`config.mk`:
```
export PLATFORM = sky130hd
export DESIGN_NAME = bs_sequencer
export DESIGN_NICKNAME = d
export VERILOG_FILES = /design/src/rtl/bs_pkg.sv /design/src/rtl/bs_sync2.sv /design/src/rtl/bs_sequencer.sv
export SDC_FILE = /design/constraint.sdc
export NUM_CORES = 1
export LEC_CHECK = 0
export CAP_MARGIN = 40
export CORE_MARGIN = 8
export CORE_UTILIZATION = 51
export CTS_CLUSTER_SIZE = 8
export DETAILED_ROUTE_END_ITERATION = 8
export HOLD_SLACK_MARGIN = 0.03
export PLACE_DENSITY = 0.82
export REMOVE_ABC_BUFFERS = 1
export SYNTH_ARGS = -nofsm -noshare
export SYNTH_HDL_FRONTEND = slang
export SYNTH_HIERARCHICAL = 1
export SYNTH_SLANG_ARGS = --single-unit
```
`constraint.sdc`:
```
create_clock -name i_clk -period 2.2 [get_ports i_clk]
set_clock_uncertainty 0.1 [all_clocks]
set_input_delay 0.22 -clock i_clk [delete_from_list [all_inputs] [get_ports i_clk]]
set_output_delay 0.22 -clock i_clk [all_outputs]
set_load 0.1 [all_outputs]
```
`src/rtl/bs_pkg.sv`:
```
// Shared constants and state encoding for the bit-serial program sequencer.
package bs_pkg;

  localparam int BS_PC_W = 4;

  localparam logic [2:0] BS_NOP = 3'b000;

  // Cycles the start synchroniser needs after reset before its output is trustworthy.
  localparam logic [1:0] BS_FLUSH_INIT = 2'd2;

  typedef logic [1:0] bs_state_t;

  localparam bs_state_t ST_IDLE  = 2'd0;
  localparam bs_state_t ST_FETCH = 2'd1;
  localparam bs_state_t ST_EXEC  = 2'd2;
  localparam bs_state_t ST_HALT  = 2'd3;

endpackage

```
`src/rtl/bs_sync2.sv`:
```
// Two-flop synchroniser for a single asynchronous level, cleared by reset.
module bs_sync2 (
  input  logic i_clk,
  input  logic i_rst,
  input  logic i_d,
  output logic o_q
);

  logic meta_q;
  logic sync_q;

  always_ff @(posedge i_clk or posedge i_rst) begin
    if (i_rst) begin
      meta_q <= 1'b0;
      sync_q <= 1'b0;
    end else begin
      meta_q <= i_d;
      sync_q <= meta_q;
    end
  end

  assign o_q = sync_q;

endmodule

```
`src/rtl/bs_sequencer.sv`:
```
// Program sequencer: fetches 3-bit instructions from an external ROM and
// steps a bit counter while each one executes.
//
// state | meaning
// IDLE  | waiting for a rising start edge, pc parked at 0
// FETCH | one cycle, latch ROM word into o_instr
// EXEC  | bit counter runs until the decoder requests the next pc
// HALT  | last instruction done, waits for the start switch to drop
module bs_sequencer
  import bs_pkg::*;
#(
  parameter int              PC_W    = BS_PC_W,
  parameter logic [PC_W-1:0] LAST_PC = {PC_W{1'b1}}
) (
  input  logic            i_clk,
  input  logic            i_rst,
  input  logic            i_start,
  input  logic            i_pcincr,
  input  logic [2:0]      i_rom_data,
  output logic [PC_W-1:0] o_pc,
  output logic [2:0]      o_instr,
  output logic [2:0]      o_data_count,
  output logic            o_start_sync,
  output logic            o_exec,
  output logic            o_done
);

  bs_state_t       state_q, state_d;
  logic [PC_W-1:0] pc_q, pc_d;
  logic [2:0]      instr_q, instr_d;
  logic [2:0]      cnt_q, cnt_d;
  logic            start_prev_q;
  logic            armed_q, armed_d;
  logic [1:0]      flush_q, flush_d;
  logic            start_sync;
  logic            start_rise;

  bs_sync2 u_start_sync (
    .i_clk (i_clk),
    .i_rst (i_rst),
    .i_d   (i_start),
    .o_q   (start_sync)
  );

  // A switch already high at reset release must be seen low once before it can start a run.
  assign flush_d    = (flush_q != 2'd0) ? flush_q - 2'd1 : flush_q;
  assign armed_d    = armed_q | ((flush_q == 2'd0) & ~start_sync);
  assign start_rise = start_sync & ~start_prev_q & armed_q;

  always_comb begin
    state_d = state_q;
    pc_d    = pc_q;
    instr_d = instr_q;
    cnt_d   = cnt_q;
    case (state_q)
      ST_IDLE: begin
        cnt_d = 3'd0;
        if (start_rise) state_d = ST_FETCH;
      end
      ST_FETCH: begin
        instr_d = i_rom_data;
        cnt_d   = 3'd0;
        state_d = ST_EXEC;
      end
      ST_EXEC: begin
        if (i_pcincr) begin
          cnt_d = 3'd0;
          if (pc_q == LAST_PC) begin
            state_d = ST_HALT;
          end else begin
            pc_d    = pc_q + PC_W'(1);
            state_d = ST_FETCH;
          end
        end else begin
          cnt_d = cnt_q + 3'd1;
        end
      end
      ST_HALT: begin
        cnt_d = 3'd0;
        if (!start_sync) begin
          state_d = ST_IDLE;
          pc_d    = '0;
          instr_d = BS_NOP;
        end
      end
      default: begin
        state_d = ST_IDLE;
        cnt_d   = 3'd0;
      end
    endcase
  end

  always_ff @(posedge i_clk or posedge i_rst) begin
    if (i_rst) begin
      state_q      <= ST_IDLE;
      pc_q         <= '0;
      instr_q      <= BS_NOP;
      cnt_q        <= 3'd0;
      start_prev_q <= 1'b0;
      armed_q      <= 1'b0;
      flush_q      <= BS_FLUSH_INIT;
    end else begin
      state_q      <= state_d;
      pc_q         <= pc_d;
      instr_q      <= instr_d;
      cnt_q        <= cnt_d;
      start_prev_q <= start_sync;
      armed_q      <= armed_d;
      flush_q      <= flush_d;
    end
  end

  assign o_pc         = pc_q;
  assign o_instr      = instr_q;
  assign o_data_count = cnt_q;
  assign o_start_sync = start_sync;
  assign o_exec       = (state_q == ST_EXEC);
  assign o_done       = (state_q == ST_HALT);

endmodule

```
==> results.txt, run 1 <==
Share of the synthesized area in the top cell type: 51.0%
Critical path class: reg2out
CTS max path bufs: 2
Worst reg2reg setup slack: 0.62 ns
Crit start category: flip-flop
Die area: 3190 um^2
Post-route cell area: 1060 um^2
Largest net degree at the start of global routing: 17
Setup crit end kind: primary output
Final-report hold violation count: 0
FF/Latch Area: 452 um^2
Port Buffers: 19
Minimum clock period: 1.67 ns
Top cells by area, synth: dfrtp_1 51%, ha_1 4.5%, inv_1 4.0%
Busiest grt layer: met2
Routed Antenna Nets: 0
Total gr overflow: 0
CTS Hold Buffers Added: 1
Layout cell share with drive strength beyond 1: 28.3%
Synth area leader: dfrtp_1
Clk slew on worst S/H paths: 0.10 ns
Std-Cell Rows: 14
CTS tree: yes
IO Count: 20
Crit-path max FO: 13
Fillers: 116
Nets: 103
Routed vias: 550
Worst skew pair latency: 0.28 ns
CTS sink count: 18
GRT met1 Usage: 11.6%
First-pass GRT wire length: 2610 um
Initial Util: 54.8%
Post-DR wirelength/cell: 13.8 um
WP data required: 1.88 ns
Max frequency: 0.600 GHz
Number of remaining DRC errors: 0
Fin Setup TNS: 0 ns
TritonCTS Buffers: 3
Period utilisation layout: 75.8%
Synthesized instance count: 70
Origin of the critical flop-to-flop path: state_q[0]$_DFFE_PP0P_
Most frequent cells in the layout: 17 x dfrtp_1, 11 x buf_4, 9 x inv_1
Final HPWL DP: 1160 um
Synth cell types: 27
Worst path max stage delay: 0.60 ns
Max_cap viols: 0
Slowest cell on the critical path: dfrtp_1
Fin. max-slew vios: 0
Crit path from: state_q[0]$_DFFE_PP0P_
Commonest non-fill, non-tap cell in the layout: dfrtp_1
Multi-input logic area: 327 um^2
Placed cell area: 1010 um^2
Area Growth Syn to Fin: 27.1%
Clk root buf: clkbuf_4
Total wire length: 1490 um
Relative slew slack: 61.1%
Worst hold path class: reg2reg
Initial antenna violation count: 0
CTS H-tree depth: 1
Mapped Area: 835 um^2
RSZ-0062 raised after global routing: false
1st-iter DRT viols: 6
Yosys reg bits: 18
Post-cts resize count: 0
Pre-Repair DR Iteration Count: 3
Crit-path cells: nand2_1 -> inv_1 -> buf_12
Final GP Congestion: 0.773
Post-CTS Setup Inserts: 0
Status: finished, final reports clean
Min Hold Slack: 0.267 ns
Met2 GRT Util: 15.5%
Fin util: 69.6%
Worst-Margin Slew: 0.583 ns
Avg Cell Area, Syn: 11.9 um^2
Terminus of the critical flop-to-flop path: o_pc[0]$_DFFE_PP0P_
CP Capture Point: o_done
Die X: 56.5 um
Final setup vio count: 0
Syn. warnings: 6
Worst r2r path cells: 3
GRT Total Usage: 9.64%
Die Span Y: 56.5 um
Core region area: 1520 um^2
Vias/cell: 5.09
Met3 usage: 3.37%
Post-synthesis sequential area ratio: 54.1%
Arrival @ worst endpoint: 1.35 ns
Vias in the first global route: 588
Ant diodes: 0
-- metrics by stage --
| step | worst slack, ns | cells |
|---|---|---|
| 6_report | 0.532 | 108 |
| 2_1_floorplan | 0.0464 | 68 |
| 3_5_place_dp | 0.489 | 103 |
| 3_3_place_gp | 0.511 | 103 |
| 4_1_cts | 0.536 | 108 |
| 5_1_grt | 0.440 | 108 |
-- per-layer routing --
| layer | routed length (um) | part of all wire [%] |
|---|---|---|
| met5 | 0 | 0 |
| met4 | 19 | 1.3 |
| met3 | 73 | 4.9 |
| met2 | 683 | 46 |
| met1 | 709 | 48 |
-- logic make-up after synthesis --
kind of cell    synth area share, %
fa+ha+maj                      4.50
xor+xnor                       2.10
buf+inv                        6.75
simple gates                   17.5
mux                            5.10
compound gates                 9.90
flops                          54.1
-- critical path, delay by kind of cell, from the launching register on --
kind | cells | cell delay (ns)
buf+inv | 2 | 0.31
simple gates | 1 | 0.17
flops | 1 | 0.60
-- layout make-up --
type / instances / share of cell area (%)
flip-flops and latches: 18 / 42.6
multi-input cells: 41 / 30.8
repair buffers: 20 / 18.2
clock buffers: 4 / 3.42
inverters: 9 / 3.18
well taps: 16 / 1.89
-- worst min path at each step --
stage / cells past startpoint / slack [ns] / end / start
2_1_floorplan: 1 / -0.14 / u_start_sync/meta_q$_DFF_PP0_ / i_rst
3_3_place_gp: 0 / 0.24 / u_start_sync/o_q$_DFF_PP0_ / u_start_sync/meta_q$_DFF_PP0_
3_5_place_dp: 0 / 0.25 / u_start_sync/o_q$_DFF_PP0_ / u_start_sync/meta_q$_DFF_PP0_
4_1_cts: 1 / 0.27 / u_start_sync/meta_q$_DFF_PP0_ / i_start
5_1_grt: 1 / 0.26 / u_start_sync/meta_q$_DFF_PP0_ / i_start
6_report: 0 / 0.27 / u_start_sync/o_q$_DFF_PP0_ / u_start_sync/meta_q$_DFF_PP0_
-- synthesized netlist by cell type (all sizes together) --
master and count:
a221o 1, mux2 2, and3 1, dfstp 1, a31o 1, nand2b 1, ha 3, nand2 6
nor2 5, inv 9, and4b 1, o21ai 1, xnor2 2, buf 2, a41oi 2, dfrtp 17
o21a 1, nor2b 3, and2b 1, nand4b 1, nand4 1, a21o 1, a22o 3, or2 1
mux2i 2, nand3 1
-- registers in the layout, indices dropped and copies added, names as in the netlist --
signal / count
o_instr: 3
o_pc: 4
u_start_sync/o_q: 1
state_q: 2
armed_q: 1
u_start_sync/meta_q: 1
flush_q: 2
start_prev_q: 1
o_data_count: 3
Power of run 1 is not shown: default switching activity piles up to over one toggle a cycle in this logic, so the estimate is an artifact.
==> run 2: changes to the inputs <==
--- a/config.mk
+++ b/config.mk
@@ -7,11 +7,11 @@
 export LEC_CHECK = 0
 export CAP_MARGIN = 40
 export CORE_MARGIN = 8
-export CORE_UTILIZATION = 51
+export CORE_UTILIZATION = 42
 export CTS_CLUSTER_SIZE = 8
 export DETAILED_ROUTE_END_ITERATION = 8
 export HOLD_SLACK_MARGIN = 0.03
-export PLACE_DENSITY = 0.82
+export PLACE_DENSITY = 0.72
 export REMOVE_ABC_BUFFERS = 1
 export SYNTH_ARGS = -nofsm -noshare
 export SYNTH_HDL_FRONTEND = slang
==> constraint.sdc (replaced) <==
create_clock -name i_clk -period 1.53 [get_ports i_clk]
set_clock_uncertainty 0.1 [all_clocks]
set_input_delay 0.153 -clock i_clk [delete_from_list [all_inputs] [get_ports i_clk]]
set_output_delay 0.153 -clock i_clk [all_outputs]
set_load 0.1 [all_outputs]
==> run 2 against run 1 <==
Global-route usage rose by 1.3 points. First-iteration DRC count grew to 4.0 times the previous value. Critical path depth unchanged. Final cell count is 22% higher. Sequential share of layout area is 8.0 points lower. Sequential cell count unchanged. Worst hold slack worse by 0.055 ns. Routed wire length up 26%. Largest cell class unchanged. Final area rose by 23%. Register-to-register slack got worse by 0.57 ns.
==> results.txt, run 2 (synthesized netlist as in run 1, its figures left out) <==
Nets: 116
Layout cell share with drive strength beyond 1: 38.1%
Terminus of the critical flop-to-flop path: o_pc[2]$_DFFE_PP0P_
Relative slew slack: 81.8%
Post-DR wirelength/cell: 14.2 um
Crit-path max FO: 8
DP Worst Slack: -0.0843 ns
Final-report hold violation count: 0
Port Buffers: 19
CTS max path bufs: 2
Crit-path cells: buf_6 -> and2b_2 -> buf_12
Period utilisation layout: 98.2%
Final worst setup slack: 0.0273 ns
RSZ-0062 raised after global routing: true
CP bufs+invs: 2
IO Count: 20
Vias/cell: 4.95
Worst-Margin Slew: 0.273 ns
Clk root buf: clkbuf_4
Vias in the first global route: 691
Ant diodes: 0
Worst path max stage delay: 0.41 ns
Setup crit end kind: primary output
Pre-Repair DR Iteration Count: 4
Worst reg2reg setup slack: 0.05 ns
Worst r2r path cells: 4
Arrival @ worst endpoint: 1.25 ns
Die area: 3670 um^2
Crit path depth: 3
Largest net degree at the start of global routing: 17
Max frequency: 0.665 GHz
Final setup vio count: 0
Total gr overflow: 0
CTS sink count: 18
CTS H-tree depth: 1
Hold endpoint: u_start_sync/meta_q$_DFF_PP0_
Clk slew on worst S/H paths: 0.11 ns
Routed vias: 653
Std-Cell Rows: 16
Routed Antenna Nets: 0
Number of remaining DRC errors: 0
Cell family with most CP delay: flip-flops
Final GP Congestion: 0.821
Most frequent cells in the layout: 16 x dfrtp_1, 13 x buf_12, 12 x buf_4
Hold path depth: 1
Initial Util: 43.4%
Minimum clock period: 1.50 ns
Crit start category: flip-flop
Slowest cell on the critical path: dfrtp_1
Total wire length: 1870 um
Core region area: 1920 um^2
Initial antenna violation count: 0
1st-iter DRT viols: 24
Critical path class: reg2out
Largest register FFs: 4
Die X: 60.6 um
Area Growth Syn to Fin: 57.0%
Status: finished, final reports clean
Worst skew pair latency: 0.29 ns
CTS tree: yes
Commonest non-fill, non-tap cell in the layout: dfrtp_1
GRT Total Usage: 11.0%
Max_cap viols: 0
Worst hold path class: in2reg
Final HPWL DP: 1430 um
Origin of the critical flop-to-flop path: o_pc[0]$_DFFE_PP0P_
Fin. max-slew vios: 0
Hold Crit Start: i_start
First-pass GRT wire length: 3050 um
Die Span Y: 60.6 um
WP data required: 1.28 ns
TritonCTS Buffers: 3
## run 2: stage by stage
| stage | cell area [um^2] | std cells | hold slack [ns] | utilization [%] | setup TNS (ns) |
|---|---|---|---|---|---|
| after CTS | 1280 | 129 | 0.203 | 66.7 | 0 |
| after global routing | 1310 | 132 | 0.210 | 68.2 | -0.00551 |
| after global placement | 1230 | 123 | 0.235 | 64.2 | -0.0312 |
| after detailed placement | 1230 | 123 | 0.238 | 64.2 | -0.144 |
| final | 1310 | 132 | 0.212 | 68.2 | 0 |
| after floorplan | 812 | 68 | -0.206 | - | -2.39 |
## run 2: layout make-up
cell class / count / area, um^2
Fill cell: 142 / 612
Sequential cell: 18 / 453
Timing Repair Buffer: 33 / 432
Multi-Input combinational cell: 41 / 332
Inverter: 9 / 33.8
Tap cell: 27 / 33.8
Clock buffer: 4 / 26.3
## run 2: how the worst max path moves through the flow
stage / from / end / slack [ns]
detailed placement: i_pcincr / o_pc[0]$_DFFE_PP0P_ / -0.08
floorplan: o_pc[0]$_DFFE_PP0P_ / o_pc[0]$_DFFE_PP0P_ / -0.62
CTS: state_q[0]$_DFFE_PP0P_ / o_exec / 0.008
finish: state_q[0]$_DFFE_PP0P_ / o_exec / 0.03
global placement: i_pcincr / o_pc[0]$_DFFE_PP0P_ / -0.03
global route: state_q[0]$_DFFE_PP0P_ / o_exec / -0.006
## run 2: metal layers
layer | track usage, % | vias up | routed length, um | part of all wire [%]
met5 | 0 | - | 0 | 0
met4 | 4.98 | 0 | 31 | 1.7
met1 | 12.4 | 320 | 759 | 41
met2 | 19.0 | 25 | 992 | 53
li1 | - | 304 | - | -
met3 | 2.54 | 4 | 87 | 4.6
## run 2: timing repair
item	CTS	global route
hold endpoints to repair	2	0
pin swaps	0	1
buffers inserted	1	3
endpoints found under the setup margin	3	5
cloned	0	0
resized for setup	2	2
hold buffers	1	0
Power of run 2 is left out for the same reason.
==> run 3: changes to the inputs <==
--- a/config.mk
+++ b/config.mk
@@ -13,6 +13,7 @@
 export HOLD_SLACK_MARGIN = 0.03
 export PLACE_DENSITY = 0.72
 export REMOVE_ABC_BUFFERS = 1
+export SKIP_CTS_REPAIR_TIMING = 1
 export SYNTH_ARGS = -nofsm -noshare
 export SYNTH_HDL_FRONTEND = slang
 export SYNTH_HIERARCHICAL = 1
==> run 3 against run 2 <==
Final area shrank 0.96%. Routed wire length shrank 0.53%. Die area is the same. Global-route usage shrank 0.61 points. Final cell count shrank 1.5%. First-iteration DRC count is the same. Critical path type is now reg2reg. Largest cell class unchanged. Highest routed layer unchanged.
==> results.txt, run 3 (synthesized netlist as in run 1, its figures left out) <==
Crit start category: flip-flop
Core region area: 1920 um^2
GRT Total Usage: 10.4%
Port Buffers: 19
Die area: 3670 um^2
Nets: 114
CTS H-tree depth: 1
CTS sink count: 18
Clk slew on worst S/H paths: 0.10 ns
IO Count: 20
Std-Cell Rows: 16
Total gr overflow: 0
Relative slew slack: 81.4%
Die Span Y: 60.6 um
Commonest non-fill, non-tap cell in the layout: dfrtp_1
Minimum clock period: 1.52 ns
Worst-Margin Slew: 0.280 ns
Routed vias: 650
Area Growth Syn to Fin: 55.5%
Max_cap viols: 0
Vias/cell: 5.00
1st-iter DRT viols: 24
Initial Util: 43.4%
Layout cell share with drive strength beyond 1: 37.9%
WP data required: 1.60 ns
CTS tree: yes
Ant diodes: 0
Worst reg2reg setup slack: 0.01 ns
Arrival @ worst endpoint: 1.59 ns
Number of remaining DRC errors: 0
Clk root buf: clkbuf_4
Crit-path max FO: 4
CP bufs+invs: 0
Status: finished, final reports clean
Critical path class: reg2reg
Crit-path cells: ha_2 -> nand4b_2 -> nand4_4 -> a221o_1
Max frequency: 0.659 GHz
Period utilisation layout: 99.3%
Total wire length: 1860 um
Final GP Congestion: 0.821
Final HPWL DP: 1430 um
TritonCTS Buffers: 3
Worst hold path class: in2reg
Slowest cell on the critical path: dfrtp_1
Worst skew pair latency: 0.28 ns
Initial antenna violation count: 0
Final-report hold violation count: 0
Worst path max stage delay: 0.42 ns
Routed Antenna Nets: 0
Min Hold Slack: 0.212 ns
Fin. max-slew vios: 0
Vias in the first global route: 689
Die X: 60.6 um
Post-DR wirelength/cell: 14.3 um
Largest net degree at the start of global routing: 17
Final setup vio count: 0
First-pass GRT wire length: 2920 um
Cell family with most CP delay: flip-flops
Setup crit end kind: flip-flop
CTS max path bufs: 2
Most frequent cells in the layout: 16 x dfrtp_1, 13 x buf_12, 10 x buf_4
Largest register FFs: 4
Pre-Repair DR Iteration Count: 4
-- run 3: changes by cell type in the layout (fill, tap and decap cells not counted), sizes merged --
cell / previous run / this run
buf: 26 / 24
-- run 3: area by class of cell --
| type | instances | area [um^2] |
|---|---|---|
| inverter | 9 | 33.8 |
| tap | 27 | 33.8 |
| sequential | 18 | 453 |
| clock buffer | 4 | 26.3 |
| fill | 144 | 624 |
| timing repair buffer | 31 | 417 |
| multi-input combinational | 41 | 334 |
-- run 3: layer usage --
metal	share of wire (%)	track usage, %	up-vias
met3	4.5	2.54	4
met1	41	11.4	328
met4	1.7	5.65	0
met5	0	0	-
met2	53	17.8	18
li1	-	-	300
-- run 3: worst paths after layout --
kind / start / to / depth (start not counted)
min: i_start / u_start_sync/meta_q$_DFF_PP0_ / 1
min in group asynchronous: i_rst / u_start_sync/meta_q$_DFF_PP0_ / 3
max in group asynchronous: i_rst / flush_q[1]$_DFFE_PP1P_ / 4
max reg2reg: o_pc[0]$_DFFE_PP0P_ / o_pc[2]$_DFFE_PP0P_ / 4
max: o_pc[0]$_DFFE_PP0P_ / o_pc[2]$_DFFE_PP0P_ / 4
min reg2reg: u_start_sync/meta_q$_DFF_PP0_ / u_start_sync/o_q$_DFF_PP0_ / 0
-- run 3: metrics by stage --
| stage | TNS (ns) | worst slack [ns] | cell area [um^2] | instances | utilization [%] |
|---|---|---|---|---|---|
| after floorplan | -2.39 | -0.624 | 812 | 68 | - |
| after global placement | -0.0312 | -0.0312 | 1230 | 123 | 64.2 |
| after detailed placement | -0.144 | -0.0843 | 1230 | 123 | 64.2 |
| after CTS | -0.181 | -0.0820 | 1260 | 127 | 65.6 |
| after global routing | -0.0218 | -0.0218 | 1300 | 130 | 67.5 |
| final | 0 | 0.0114 | 1300 | 130 | 67.5 |
Power of run 3 is left out for the same reason.
